### src/rtl/serial_subtractor.sv
// Digit-serial subtractor: d = a - b - bin, DIGIT bits per clock.
// Borrow ripples between cycles through a register; start/busy/done handshake.
module serial_subtractor #(
    parameter int WIDTH = 8,
    parameter int DIGIT = 1
) (
    input  logic             clk,
    input  logic             rst,
    input  logic             start,
    input  logic [WIDTH-1:0] a,
    input  logic [WIDTH-1:0] b,
    input  logic             bin,
    output logic             busy,
    output logic             done,
    output logic [WIDTH-1:0] d,
    output logic             bout,
    output logic             ovf
);

    localparam int N  = WIDTH / DIGIT;
    localparam int CW = (N > 1) ? $clog2(N) : 1;

    generate
        if (WIDTH < 2 || DIGIT < 1 || (WIDTH % DIGIT) != 0) begin : g_bad_cfg
            $error("serial_subtractor: WIDTH must be >= 2 and a multiple of DIGIT");
        end
    endgenerate

    typedef enum logic [1:0] {
        IDLE = 2'd0,
        RUN  = 2'd1,
        DONE = 2'd2
    } state_t;

    state_t           state_q, state_d;
    logic [WIDTH-1:0] a_q, a_d;
    logic [WIDTH-1:0] b_q, b_d;
    logic [WIDTH-1:0] r_q, r_d;
    logic             brw_q, brw_d;
    logic             amsb_q, amsb_d;
    logic             bmsb_q, bmsb_d;
    logic [CW-1:0]    cnt_q, cnt_d;
    logic [WIDTH-1:0] dout_q, dout_d;
    logic             bout_q, bout_d;
    logic             ovf_q, ovf_d;

    logic [DIGIT:0]   diff;
    logic [WIDTH-1:0] r_next;

    // One digit of the subtraction; bit DIGIT is set when the digit wraps.
    always_comb begin
        diff = {1'b0, a_q[DIGIT-1:0]}
             - {1'b0, b_q[DIGIT-1:0]}
             - {{DIGIT{1'b0}}, brw_q};
        r_next = r_q >> DIGIT;
        r_next[WIDTH-1 -: DIGIT] = diff[DIGIT-1:0];
    end

    always_comb begin
        state_d = state_q;
        a_d     = a_q;
        b_d     = b_q;
        r_d     = r_q;
        brw_d   = brw_q;
        amsb_d  = amsb_q;
        bmsb_d  = bmsb_q;
        cnt_d   = cnt_q;
        dout_d  = dout_q;
        bout_d  = bout_q;
        ovf_d   = ovf_q;

        unique case (state_q)
            IDLE, DONE: begin
                if (start) begin
                    state_d = RUN;
                    a_d     = a;
                    b_d     = b;
                    r_d     = '0;
                    brw_d   = bin;
                    amsb_d  = a[WIDTH-1];
                    bmsb_d  = b[WIDTH-1];
                    cnt_d   = '0;
                end else begin
                    state_d = IDLE;
                end
            end
            RUN: begin
                a_d   = a_q >> DIGIT;
                b_d   = b_q >> DIGIT;
                r_d   = r_next;
                brw_d = diff[DIGIT];
                cnt_d = cnt_q + CW'(1);
                if (cnt_q == CW'(N - 1)) begin
                    state_d = DONE;
                    dout_d  = r_next;
                    bout_d  = diff[DIGIT];
                    ovf_d   = (amsb_q != bmsb_q) && (r_next[WIDTH-1] != amsb_q);
                end
            end
            default: begin
                state_d = IDLE;
            end
        endcase
    end

    always_ff @(posedge clk or posedge rst) begin
        if (rst) begin
            state_q <= IDLE;
            a_q     <= '0;
            b_q     <= '0;
            r_q     <= '0;
            brw_q   <= 1'b0;
            amsb_q  <= 1'b0;
            bmsb_q  <= 1'b0;
            cnt_q   <= '0;
            dout_q  <= '0;
            bout_q  <= 1'b0;
            ovf_q   <= 1'b0;
        end else begin
            state_q <= state_d;
            a_q     <= a_d;
            b_q     <= b_d;
            r_q     <= r_d;
            brw_q   <= brw_d;
            amsb_q  <= amsb_d;
            bmsb_q  <= bmsb_d;
            cnt_q   <= cnt_d;
            dout_q  <= dout_d;
            bout_q  <= bout_d;
            ovf_q   <= ovf_d;
        end
    end

    assign busy = (state_q == RUN);
    assign done = (state_q == DONE);
    assign d    = dout_q;
    assign bout = bout_q;
    assign ovf  = ovf_q;

endmodule
### config.mk
export PLATFORM = sky130hd
export DESIGN_NAME = serial_subtractor
export DESIGN_NICKNAME = d
export VERILOG_FILES = /design/src/rtl/serial_subtractor.sv
export SDC_FILE = /design/constraint.sdc
export NUM_CORES = 1
export LEC_CHECK = 0
export ABC_CLOCK_PERIOD_IN_PS = 1900
export BUFFER_PORTS_ARGS = -buffer_cell sky130_fd_sc_hd__buf_2
export CAP_MARGIN = 10
export CORE_UTILIZATION = 54
export DETAILED_ROUTE_END_ITERATION = 8
export PLACE_DENSITY = 0.76
export SLEW_MARGIN = 5
export SYNTH_ARGS = -nofsm -noshare
export SYNTH_HDL_FRONTEND = slang
export SYNTH_SLANG_ARGS = --single-unit
### constraint.sdc
create_clock -name clk -period 1.9 [get_ports clk]
set_input_delay 0.285 -clock clk [delete_from_list [all_inputs] [get_ports clk]]
set_output_delay 0.285 -clock clk [all_outputs]
set_load 0.05 [all_outputs]
# After elaboration in Yosys (flattened, before gate mapping)
# Cells that the tools add are included.
[word_totals] ff_bits=42 in_bits=20 out_inout_bits=12 wordCells=41
[classes] n_addsub=3 eq_ne=7 muxes=13 reduce_logical=7
[op_table] operator="$pmux 8 s2" n=3
[op_table] operator="$mux 8" n=3
[op_table] operator="$pmux 3 s2" n=1
[op_table] operator="$reduce_and 2->1" n=3
[op_table] operator="$pmux 2 s2" n=1
[op_table] operator="$add 3x1->3 const B" n=1
[op_table] operator="$eq 3x3->1 const B" n=1
[op_table] operator="$mux 3" n=1
[op_table] operator="$eq 2x1->1 const B" n=1
[op_table] operator="$eq 2x2->1 const B" n=1
[op_table] operator="$logic_not 2->1" n=1
[op_table] operator="$mux 1" n=2
[op_table] operator="$mux 2" n=1
[op_table] operator="$ne 1x1->1" n=2
[op_table] operator="$ne 2x1->1 const B" n=1
[op_table] operator="$ne 2x2->1 const B" n=1
[op_table] operator="$pmux 1 s2" n=1
[op_table] operator="$reduce_bool 2->1" n=1
[op_table] operator="$reduce_or 2->1" n=1
[op_table] operator="$sub 1x1->2" n=1
[op_table] operator="$sub 2x1->2" n=1
[op_table] operator="$logic_and 1x1->1" n=1

# Longest topological paths before layout
[logic_depth] word_depth=4 depth_mapped=6 mapped_depth_nobuf=5

# Worst setup path before layout
# No wires, ideal clock.
[synth_path] kind="register to register" start="register cnt_q[0]" end="register dout_q[0], in the netlist d[0]" setup_ns=0.125 t_arrival_ns=1.318 required_time_ns=1.775 slack_ns=0.457 stages_incl_launch_ff=6 path_buffers=1 synth_period_minus_slack_ns=1.443 cell_sequence="dfrtp_1 -> ha_1 -> ha_1 -> nand3b_2 -> buf_6 -> mux2_4"
[synth_via] elab_chain_cells=2
[synth_lines] item="from (decl)" line="42" rtl="logic [CW-1:0] cnt_q, cnt_d;"
[synth_lines] item="from (signal assigned)" line="127" rtl="cnt_q <= cnt_d;"
[synth_lines] item="$eq 3x3->1" line="93" rtl="if (cnt_q == CW'(N - 1)) begin"
[synth_lines] item="$reduce_and 2->1 (no line)"
[synth_lines] item="to (signal assigned)" line="128" rtl="dout_q <= dout_d;"
[synth_lines] item="to (decl)" line="43" rtl="logic [WIDTH-1:0] dout_q, dout_d;"
# No other way between the ends.
# A chain may end at the register's enable or synchronous reset.

# Worst setup path in the final report
[layout_path] start="register state_q[1]" end="output busy"
[layout_via] elab_chain_cells=1
[layout_lines] item="from (decl)" line="35" rtl="state_t state_q, state_d;"
[layout_lines] item="from (signal assigned)" line="120" rtl="state_q <= state_d;"
[layout_lines] item="$eq 2x1->1" line="134" rtl="assign busy = (state_q == RUN);"
[layout_lines] item="to (decl)" line="13" rtl="output logic busy,"
# No other way between the ends.

==> flow_metrics.tcl <==
set metrics [dict create \
    grt.total_usage_pct 21.1 \
    hpwl_mm 2.11 \
    path_cells "nand2b_1 -> inv_6 -> buf_2" \
    pre_cts_slack_ns 0.273 \
    worst_path_max_delay_cell "dfrtp_1" \
    ys_seq_area_share_pct 59.6 \
    total_leakage_power_nw 0.958 \
    max_freq_ghz 0.575 \
    cp-end-kind "output pin" \
    ys_warn_count 0 \
    dieArea_um2 3420 \
    clk_latency_ns 0.33 \
    post-cts-setup-buffers 0 \
    die_h_um 58.5 \
    fin_crit_ns 1.74 \
    post_cts_resized 0 \
    io_pins 32 \
    grt_pass1_vias 1240 \
    synth_edf_count 0 \
    synth_cell_types 25 \
    fin_crit_sh_pct 91.5 \
    antenna_found_initial 0 \
    nNetsFinal 197 \
    dieWidth_um 58.5 \
    finalWorstSetupSlack_ns 0.161 \
    wirelength_mm 3.11 \
    crit_arrival_ns 1.45 \
    h-tree-depth 2 \
    start_util_pct 56.9 \
    grt_overflow_total 0 \
    syn_inst 143 \
    vias 1205 \
    drtPass1Iterations 4 \
    ys_ff_latch 41 \
    synth_area_um2 1720 \
    area_growth_syn_to_layout_pct 11.8 \
    setup_viol 0 \
    critPathLaunch "state_q[1]" \
    wl_per_cell_um 14.2 \
    max-cap-violations 0 \
    clk_transition_reported_paths_ns 0.12 \
    drt-initial-drc-count 51 \
    cts-buffers-inserted 5 \
    rsz0062_at_grt "false" \
    power_mw 3.60 \
    worstMarginPinSlew_ns 0.661 \
    synth_nets 166 \
    cts_buffer_depth 2 \
    grt_max_degree 42 \
    portBuffers 31 \
    avgSynthCellArea_um2 12.0 \
    slew_viol_final 0 \
    place_congestion 0.681 \
    coreArea_um2 3030 \
    grt_pass1_wl_mm 5.41 \
    power_density_nw_per_um2 1870 \
    fill_cells 257 \
    synthArstFlopShare_pct 100 \
    drive_above_1_share_pct 29.7 \
    final_hold_viol_count 0 \
    fin_setup_tns_ns 0 \
    row_count 20 \
    crit_type "flop to output pin" \
    critPathRequiredTime_ns 1.62 \
    slew-limit-headroom_pct 55.9 \
    clock-sinks 41 \
    cts_root_buf "clkbuf_4" \
    cp-start-kind "flop" \
    drc 0 \
    irDropWorstVdd_mv 0.737 \
    cp_max_fo 24 \
    slowest_delay_ns 0.40 \
    r2r_start "cnt_q[0]" \
    min_path_type "primary input to asynchronous set/reset pin" \
    ant_nets 0 \
    outcome "complete, no violations" \
    fin_skew_ns 0.0116 \
    n_antenna_cell 0 \
    holdBufCountCts 0 \
    synthFlopType "dfrtp_1" \
    drt-vias-per-instance 5.50 \
    worst_hold_slack_ns 0.0562 \
    cts_tree "done" \
]
## cells by family after synthesis
| logic type | share of synthesized area, % |
|---|---|
| and+or+nand+nor | 12.4 |
| DFF | 59.6 |
| AOI/OAI and AO/OA | 13.0 |
| adders and majority gates | 2.62 |
| muxes | 6.32 |
| buffers and inverters | 6.10 |
## routing by layer
layer | share of wire [%] | up-vias | wire [µm] | global-route usage, %
met2 | 48 | 42 | 1510 | 36.0
met4 | 0.32 | 0 | 10 | 7.48
met5 | 0 | - | 0 | 0
li1 | - | 573 | - | -
met1 | 47 | 588 | 1450 | 26.9
met3 | 4.6 | 2 | 143 | 4.40
## area by class of cell
| cell class | instances | area (µm²) | share of cell area (%) |
|---|---|---|---|
| Sequential cell | 41 | 1030 | 53.3 |
| Multi-Input combinational cell | 87 | 591 | 30.7 |
| Timing Repair Buffer | 34 | 178 | 9.23 |
| Tap cell | 44 | 55.1 | 2.86 |
| Clock buffer | 6 | 41.3 | 2.15 |
| Inverter | 5 | 23.8 | 1.24 |
| Clock inverter | 2 | 10.0 | 0.520 |
## placed cells by master, fill, tap and decap left out, drive strengths merged
cell    instances
nand2           8
a221o           1
buf            34
and3b           1
clkbuf          6
nand3           1
ha              2
nand2b          2
a22o           11
a21oi           2
mux2            8
dfrtp          41
o21ai           4
nor2           16
nor3           13
clkinv          2
fa              1
o22ai          14
nor2b           2
inv             5
nand3b          1
## flip-flops by register name, summed over array words and instances (netlist names)
name,cells
a_q,8
b_q,8
d,8
r_q,7
cnt_q,3
state_q,2
amsb_q,1
bmsb_q,1
bout,1
brw_q,1
ovf,1
## critical path, delay by kind of cell, from the launching register on
family | cells | cell delay [ns]
AND/OR/NAND/NOR | 1 | 0.22
flip-flops | 1 | 0.40
buffers and inverters | 2 | 0.51
## synthesized netlist by cell type (2+ instances only)
master | number | area, µm²
o21ai_1 | 2 | 10.0
mux2_4 | 5 | 75.1
nor2b_1 | 2 | 12.5
buf_6 | 3 | 33.8
inv_1 | 4 | 15.0
nand2b_1 | 2 | 12.5
dfrtp_1 | 41 | 1030
nor3_1 | 13 | 65.1
buf_4 | 5 | 37.5
a22o_1 | 11 | 96.3
buf_2 | 2 | 10.0
mux2_2 | 3 | 33.8
ha_1 | 2 | 25.0
o22ai_1 | 14 | 87.6
o21ai_0 | 2 | 10.0
nor2_1 | 15 | 56.3
nand2_1 | 8 | 30.0
a21oi_1 | 2 | 10.0
## per-stage QoR
stage	std cells	util, %	instance area [µm²]
after floorplan	143	-	1720
final	219	63.6	1920
after global routing	219	63.6	1920
after CTS	219	63.6	1920
after detailed placement	211	61.9	1870
after global placement	211	61.9	1870
## final timing paths
path / end / slack [ns] / cells after the start
max: busy / 0.16 / 3
min: d[0] / 0.06 / 3
max reg2reg: d[4] / 0.28 / 4
min reg2reg: bout / 0.51 / 2
max in group asynchronous: a_q[7] / 1.49 / 3
min in group clk: bmsb_q / 0.15 / 3
## report_power, final
| part | switching (mW) | internal [mW] |
|---|---|---|
| logic | 1.04 | 0.641 |
| clock network | 0.254 | 0.141 |
| registers | 0.249 | 1.28 |
| total | 1.55 | 2.06 |
No activity file was read; power rests on OpenSTA's default activity.
